--- src/rtl/truth_table_sweeper.sv ---
// Truth-table sweeper: drives all eight x/z/y combinations into a 3-input
// function, captures f for each one into an 8-bit table and compares the
// finished table against an expected value.
module truth_table_sweeper #(
  parameter int unsigned SETTLE_CYCLES = 2,
  parameter logic [7:0]  EXPECTED      = 8'hE8
) (
  input  logic       clk,
  input  logic       rst_n,
  input  logic       start,
  input  logic       f,
  output logic       x,
  output logic       z,
  output logic       y,
  output logic       busy,
  output logic       done,
  output logic [7:0] table_out,
  output logic       match,
  output logic [3:0] mismatch_count
);

  typedef enum logic [1:0] {StIdle, StDrive, StSample, StDone} state_e;

  // Last settle-counter value before moving to SAMPLE.
  localparam logic [3:0] SettleLast = 4'(SETTLE_CYCLES - 1);

  state_e     state_q;
  logic [2:0] idx_q;
  logic [3:0] settle_q;
  logic       x_q, z_q, y_q;
  logic       busy_q, done_q, match_q;
  logic [7:0] table_q;
  logic [3:0] mcount_q;

  logic [7:0] table_d;
  logic       miss;

  // Table with the current sample folded in, used for the final match.
  always_comb begin
    table_d        = table_q;
    table_d[idx_q] = f;
    miss           = f ^ EXPECTED[idx_q];
  end

  // Sweep FSM; every output is a register updated here.
  always_ff @(posedge clk or negedge rst_n) begin
    if (!rst_n) begin
      state_q  <= StIdle;
      idx_q    <= 3'd0;
      settle_q <= 4'd0;
      x_q      <= 1'b0;
      z_q      <= 1'b0;
      y_q      <= 1'b0;
      busy_q   <= 1'b0;
      done_q   <= 1'b0;
      match_q  <= 1'b0;
      table_q  <= 8'd0;
      mcount_q <= 4'd0;
    end else begin
      done_q <= 1'b0;
      unique case (state_q)
        StIdle: begin
          {x_q, z_q, y_q} <= 3'd0;
          if (start) begin
            state_q  <= StDrive;
            idx_q    <= 3'd0;
            settle_q <= 4'd0;
            busy_q   <= 1'b1;
            table_q  <= 8'd0;
            mcount_q <= 4'd0;
            match_q  <= 1'b0;
          end
        end
        StDrive: begin
          if (settle_q == SettleLast) begin
            state_q  <= StSample;
            settle_q <= 4'd0;
          end else begin
            settle_q <= settle_q + 4'd1;
          end
        end
        StSample: begin
          table_q <= table_d;
          if (miss) mcount_q <= mcount_q + 4'd1;
          if (idx_q == 3'd7) begin
            state_q         <= StDone;
            match_q         <= (table_d == EXPECTED);
            done_q          <= 1'b1;
            {x_q, z_q, y_q} <= 3'd0;
          end else begin
            state_q         <= StDrive;
            idx_q           <= idx_q + 3'd1;
            {x_q, z_q, y_q} <= idx_q + 3'd1;
          end
        end
        StDone: begin
          state_q <= StIdle;
          busy_q  <= 1'b0;
          idx_q   <= 3'd0;
        end
        default: state_q <= StIdle;
      endcase
    end
  end

  assign x              = x_q;
  assign z              = z_q;
  assign y              = y_q;
  assign busy           = busy_q;
  assign done           = done_q;
  assign table_out      = table_q;
  assign match          = match_q;
  assign mismatch_count = mcount_q;

endmodule

--- config.mk ---
export PLATFORM = sky130hd
export DESIGN_NAME = truth_table_sweeper
export DESIGN_NICKNAME = d
export VERILOG_FILES = /design/src/rtl/truth_table_sweeper.sv
export SDC_FILE = /design/constraint.sdc
export NUM_CORES = 1
export LEC_CHECK = 0
export BUFFER_PORTS_ARGS = -buffer_cell sky130_fd_sc_hd__buf_4
export CAP_MARGIN = 20
export CORE_UTILIZATION = 56
export CTS_BUF_LIST = sky130_fd_sc_hd__clkbuf_16
export DETAILED_ROUTE_END_ITERATION = 16
export PLACE_DENSITY = 0.84
export SLEW_MARGIN = 15
export SYNTH_ARGS = -nofsm -noshare
export SYNTH_HDL_FRONTEND = slang
export SYNTH_SLANG_ARGS = --single-unit
--- constraint.sdc ---
create_clock -name clk -period 2.1 [get_ports clk]
set_clock_uncertainty 0.2 [all_clocks]
set_input_delay 0.42 -clock clk [delete_from_list [all_inputs] [get_ports clk]]
set_output_delay 0.42 -clock clk [all_outputs]
set_load 0.05 [all_outputs]
==> flow_summary.ini, run 1 <==
[status]
status = completed

[yosys]
yosysTopAreaCell = dfrtp_1
async_flop_share_pct = 100
ys_seq_area_share_pct = 44.9
synth_seq_cells = 27
synth.area.top_cells = dfrtp_1 45%, nand2_1 4.7%, o21ai_1 4.7%
synth_fp_nets = 177
yosys_warnings = 0
netlist_area_mm2 = 0.00151
synth_flop_cell = dfrtp_1
synth_top_area_share_pct = 44.9
avgSynthCellArea_um2 = 8.91
netlist_instances = 169
ys_types = 38
synth_edf_count = 0

[power_and_ir_drop]
p_sw_mw = 0.879
power_per_cell_area_mw_per_mm2 = 1140
p_leak_nw = 0.821
internal_power_mw = 1.15
swShare_pct = 43.3
clock_power_share_pct = 21.6
p_comb_share_pct = 42.2
p_seq_share_pct = 36.2
vdd_drop_max_uv = 828

[critical_path]
crit_chain = inv_1 -> ha_1 -> nand2b_1 -> a21o_1 -> a211oi_2 -> xnor2_1 -> nor2_1
r2r_cells = 7
endpoint_kind = register
slowest_delay_ps = 440
required_ps = 2040
rr_endpoint = mismatch_count[3]
critPathSlowestCell = dfrtp_1
crit_type = register to register
startpoint_type = register
r2r_slack_ps = 180
worstPathMaxFanout = 6
worstPathArrival_ps = 1870
regToRegStartpoint = idx_q[0]

[drt]
drcViolationCount = 0
num_vias = 1320
dr.pass1.iters = 4
drt_iter0_drc = 27
wl_per_cell_um = 15.5
via_per_inst = 6.03
finalWirelength_um = 3390
postRouteAntennaNets = 0

[clock_tree]
numCtsBuffers = 3
cts_tree = yes
clock_sinks = 27
path_clk_slew_ps = 70
post_cts.repair.setup_buffers = 0
cts_root_buffer = clkbuf_16
clockBufferDepth = 2
cts_hold_buf = 1
cts_resized = 0
htreeDepth = 1
clk-insertion-delay-late_ps = 260

[place]
place_area_mm2 = 0.00168
gp_congestion = 0.834
post-dp-hpwl_um = 2430
port_buffers = 21

[min_path]
worstHoldStart = match
hold_depth = 2
min_to = match
hp-class = register to register

[finish]
final_common_cell = dfrtp_1
area_delta_synth_final_pct = 17.9
antenna_cells = 0
final_cell_mix = 27 x dfrtp_1, 26 x buf_4, 19 x nand2_1
drive_above_1_share_pct = 19.6
final_nets = 198
design_area_mm2 = 0.00177

[grt]
grt_pass1_vias = 1197
grt_start_max_net_pins = 28
grt_pass1_wl_um = 5330
grt-ovfl-total = 0
grt.total_usage_pct = 26.4
antenna_found_initial = 0

[sta]
report.final.setup_viol = 0
hold_viol = 0
fin_crit_sh_pct = 91.5
rsz0062_at_grt = no
fin_crit_ps = 1920
maxSlewHeadroom_pct = 63.1
setup_tns_ps = 0
worst_slew_pin_slew_ps = 553
slew_violations = 0
max_freq_mhz = 520

[run]
cap_viol_max_count = 0

[floorplanning]
io_pins = 22
die_w_um = 53.8
initial_core_util_pct = 60.2
die_y_um = 53.8
fp-row-count = 18
core_mm2 = 0.00250
dieArea_mm2 = 0.00290
## registers in the layout, summed over array words and instances, names as in the netlist
signal          count
x                   1
z                   1
table_out           8
mismatch_count      4
settle_q            4
y                   1
idx_q               3
done                1
state_q             2
busy                1
match               1
## final cells by class
| type | instances | area, µm² |
|---|---|---|
| clock inverters | 1 | 7.51 |
| repair buffers | 27 | 205 |
| multi-input cells | 125 | 751 |
| fillers | 191 | 726 |
| inverters | 6 | 22.5 |
| flip-flops and latches | 27 | 676 |
| clock buffers | 3 | 75.1 |
| well taps | 30 | 37.5 |
## synth_stat cells (2+ instances only)
library cell,count
nor2_2,2
nor3_1,5
nand3_1,11
mux2i_1,5
a211oi_2,2
clkbuf_1,4
a21o_1,2
nor2_1,11
nand3b_1,3
buf_2,6
nor2b_1,4
inv_1,5
a21oi_1,6
o21ai_0,11
o31ai_1,2
o21ai_1,14
a31oi_1,2
nand2b_1,2
and2_1,2
xnor2_1,2
ha_1,4
nand2_1,19
nand4_1,2
dfrtp_1,27
xor2_1,3
## cell families after synthesis
family,count (synthesis),synth area share [%]
XOR/XNOR,5,2.91
adder cells (fa/ha/maj),4,3.33
AO/OA/AOI/OAI,44,17.5
flip-flops,27,44.9
buffers and inverters,17,5.24
AND/OR/NAND/NOR,67,22.8
multiplexers,5,3.33
## power groups by stage
stage	Clock [mW]	Sequential [mW]	Combinational, mW
global placement	0	0.734	0.803
global route	0.460	0.750	0.917
detailed placement	0	0.741	0.829
floorplan	0	0.825	0.507
finish	0.438	0.734	0.855
CTS	0.446	0.733	0.846
## metal layers
layer	vias up	track usage, %	part of all wire [%]
met1	639	31.9	44
met3	11	3.95	3.4
li1	630	-	-
met5	-	0	0
met4	0	12.7	2.8
met2	40	45.5	50
## worst max-delay path by stage
stage,to,cells past startpoint,startpoint,slack [ps]
2_1_floorplan,mismatch_count[2],8,idx_q[0],340
3_3_place_gp,mismatch_count[2],7,idx_q[0],270
3_5_place_dp,match,5,idx_q[2],200
4_1_cts,mismatch_count[3],7,idx_q[0],170
5_1_grt,match,5,idx_q[2],50
6_report,mismatch_count[3],7,idx_q[0],180
## critical path, delay by kind of cell (launching register included)
family                     cells  cell delay [ps]
buffers and inverters          1              100
adders and majority gates      1              210
AOI/OAI and AO/OA              2              490
and+or+nand+nor                2              210
DFF                            1              440
xor gates and xnor gates       1              140
## stage by stage
stage                     setup WS, ps  total power, mW  utilization [%]  instances  hold slack, ps
after floorplan                    344             1.33                -        169           -75.6
after global placement             268             1.54             67.3        214             148
after detailed placement           202             1.57             67.3        214             155
after CTS                          169             2.02             71.0        219             305
after global routing              47.6             2.13             71.0        219             323
final                              178             2.03             71.0        219             298
Note: power is estimated with default switching activity, not from simulation.
==> run 2, diff against run 1 <==
- CORE_UTILIZATION: 56 -> 60
- PLACE_DENSITY: 0.84 -> 0.89
- SLEW_MARGIN: 15 -> default
- clock period: 2.1 -> 2.4 ns (I/O delays scaled with it)
==> run 2 against run 1 <==
  * Flip-flop and latch count unchanged
  * Final area down 1.1%
  * Die area down 6.4%
  * Fmax down 5.1%
  * Non-clock buffer count down 2
  * Worst hold slack worse by 12 ps
  * Via count up 0.15%
  * Global-route usage up 2.7 points
  * Register-to-register slack better by 200 ps
  * First-iteration DRC count up 110%
  * Wire length up 2.0%
  * Combinational power down 15%
  * Highest routed layer unchanged
==> flow_summary.ini, run 2 (same netlist as run 1, synthesis figures left out) <==
[power_and_ir_drop]
p_leak_nw = 0.816
power_per_cell_area_mw_per_mm2 = 1000
vdd_drop_max_uv = 854

[finish]
area_delta_synth_final_pct = 16.5
final_common_cell = dfrtp_1
antenna_cells = 0
final_cell_mix = 27 x dfrtp_1, 24 x buf_4, 19 x nand2_1
drive_above_1_share_pct = 18.7
largest_reg_flops = 8
final_nets = 196

[critical_path]
endpoint_kind = register
worstPathArrival_ps = 1970
slowest_delay_ps = 530
crit_chain = inv_1 -> ha_1 -> nand2b_1 -> a21o_1 -> a211oi_2 -> xnor2_1 -> nor2_1
required_ps = 2340
critPathSlowestCell = dfrtp_1
crit_buf_inv = 1
startpoint_type = register
crit_family = flip-flops
worstPathMaxFanout = 10
crit_type = register to register

[clock_tree]
cts_root_buffer = clkbuf_16
clk-insertion-delay-late_ps = 260
htreeDepth = 1
clockBufferDepth = 2
cts_tree = yes
clock_sinks = 27
cts_resized = 0
post_cts.repair.setup_buffers = 0
path_clk_slew_ps = 70
numCtsBuffers = 3
cts_hold_buf = 1

[run]
cap_viol_max_count = 0

[place]
gp_congestion = 0.811
port_buffers = 21
place_ws_ps = 426
post-dp-hpwl_um = 2280

[sta]
fin_crit_sh_pct = 84.4
report.final.setup_viol = 0
worst_slew_pin_slew_ps = 618
fin_ws_ps = 376
rsz0062_at_grt = no
setup_tns_ps = 0
slew_violations = 0
fin_crit_ps = 2020
hold_viol = 0
max_freq_mhz = 494
maxSlewHeadroom_pct = 58.8

[floorplanning]
die_w_um = 52.1
fp-row-count = 17
die_y_um = 52.1
io_pins = 22
core_mm2 = 0.00230
dieArea_mm2 = 0.00271
initial_core_util_pct = 65.5

[drt]
num_vias = 1322
via_per_inst = 6.15
dr.pass1.iters = 4
wl_per_cell_um = 16.1
postRouteAntennaNets = 0
drcViolationCount = 0
drt_iter0_drc = 58
finalWirelength_um = 3450

[grt]
grt-ovfl-total = 0
grt_pass1_wl_um = 5690
grt.total_usage_pct = 29.1
grt_pass1_vias = 1219
grt_start_max_net_pins = 28
antenna_found_initial = 0

[status]
status = completed

[min_path]
hp-class = register to register
## run 2: per-layer routing
metal  vias to the layer above  track usage [%]  routed length [µm]
met3                         2             2.63                 140
met1                       650             40.2                1550
met4                         0             12.2                  10
li1                        627                -                   -
met5                         -                0                   0
met2                        43             46.8                1750
## run 2: worst paths after layout
kind,startpoint,endpoint,slack (ps),cells past startpoint
worst max-delay path,idx_q[0],mismatch_count[2],380,7
worst min-delay path,match,match,290,2
worst max register to register,idx_q[0],mismatch_count[2],380,7
worst min register to register,match,match,290,2
max in group asynchronous,rst_n,table_out[5],1270,2
min in group asynchronous,rst_n,match,470,2
## run 2: through the flow
| stage | area (µm²) | std cells | utilization [%] | power, mW | hold slack [ps] |
|---|---|---|---|---|---|
| CTS | 1750 | 215 | 76.4 | 1.75 | 296 |
| floorplan | 1510 | 169 | - | 1.17 | -15.6 |
| global route | 1750 | 215 | 76.4 | 1.85 | 321 |
| detailed placement | 1660 | 210 | 72.4 | 1.36 | 208 |
| finish | 1750 | 215 | 76.4 | 1.76 | 286 |
| global placement | 1660 | 210 | 72.4 | 1.33 | 208 |
## run 2: layout make-up
cell class                      count  area, µm²
Multi-Input combinational cell    125        751
Sequential cell                    27        676
Clock inverter                      1       5.00
Tap cell                           28       35.0
Timing Repair Buffer               25        190
Clock buffer                        3       75.1
Inverter                            6       22.5
Fill cell                         160        543
## run 2: worst reg2reg max path, cell delays in order (launching register included)
cell and delay, ps:
dfrtp_1 530, inv_1 110, ha_1 210, nand2b_1 170, a21o_1 240, a211oi_2 260
xnor2_1 150, nor2_1 50
## run 2: report_power, final
| part | leakage (nW) | internal [mW] | switching, mW |
|---|---|---|---|
| logic | 0.409 | 0.233 | 0.498 |
| clock network | 0.0409 | 0.225 | 0.156 |
| registers | 0.366 | 0.530 | 0.112 |
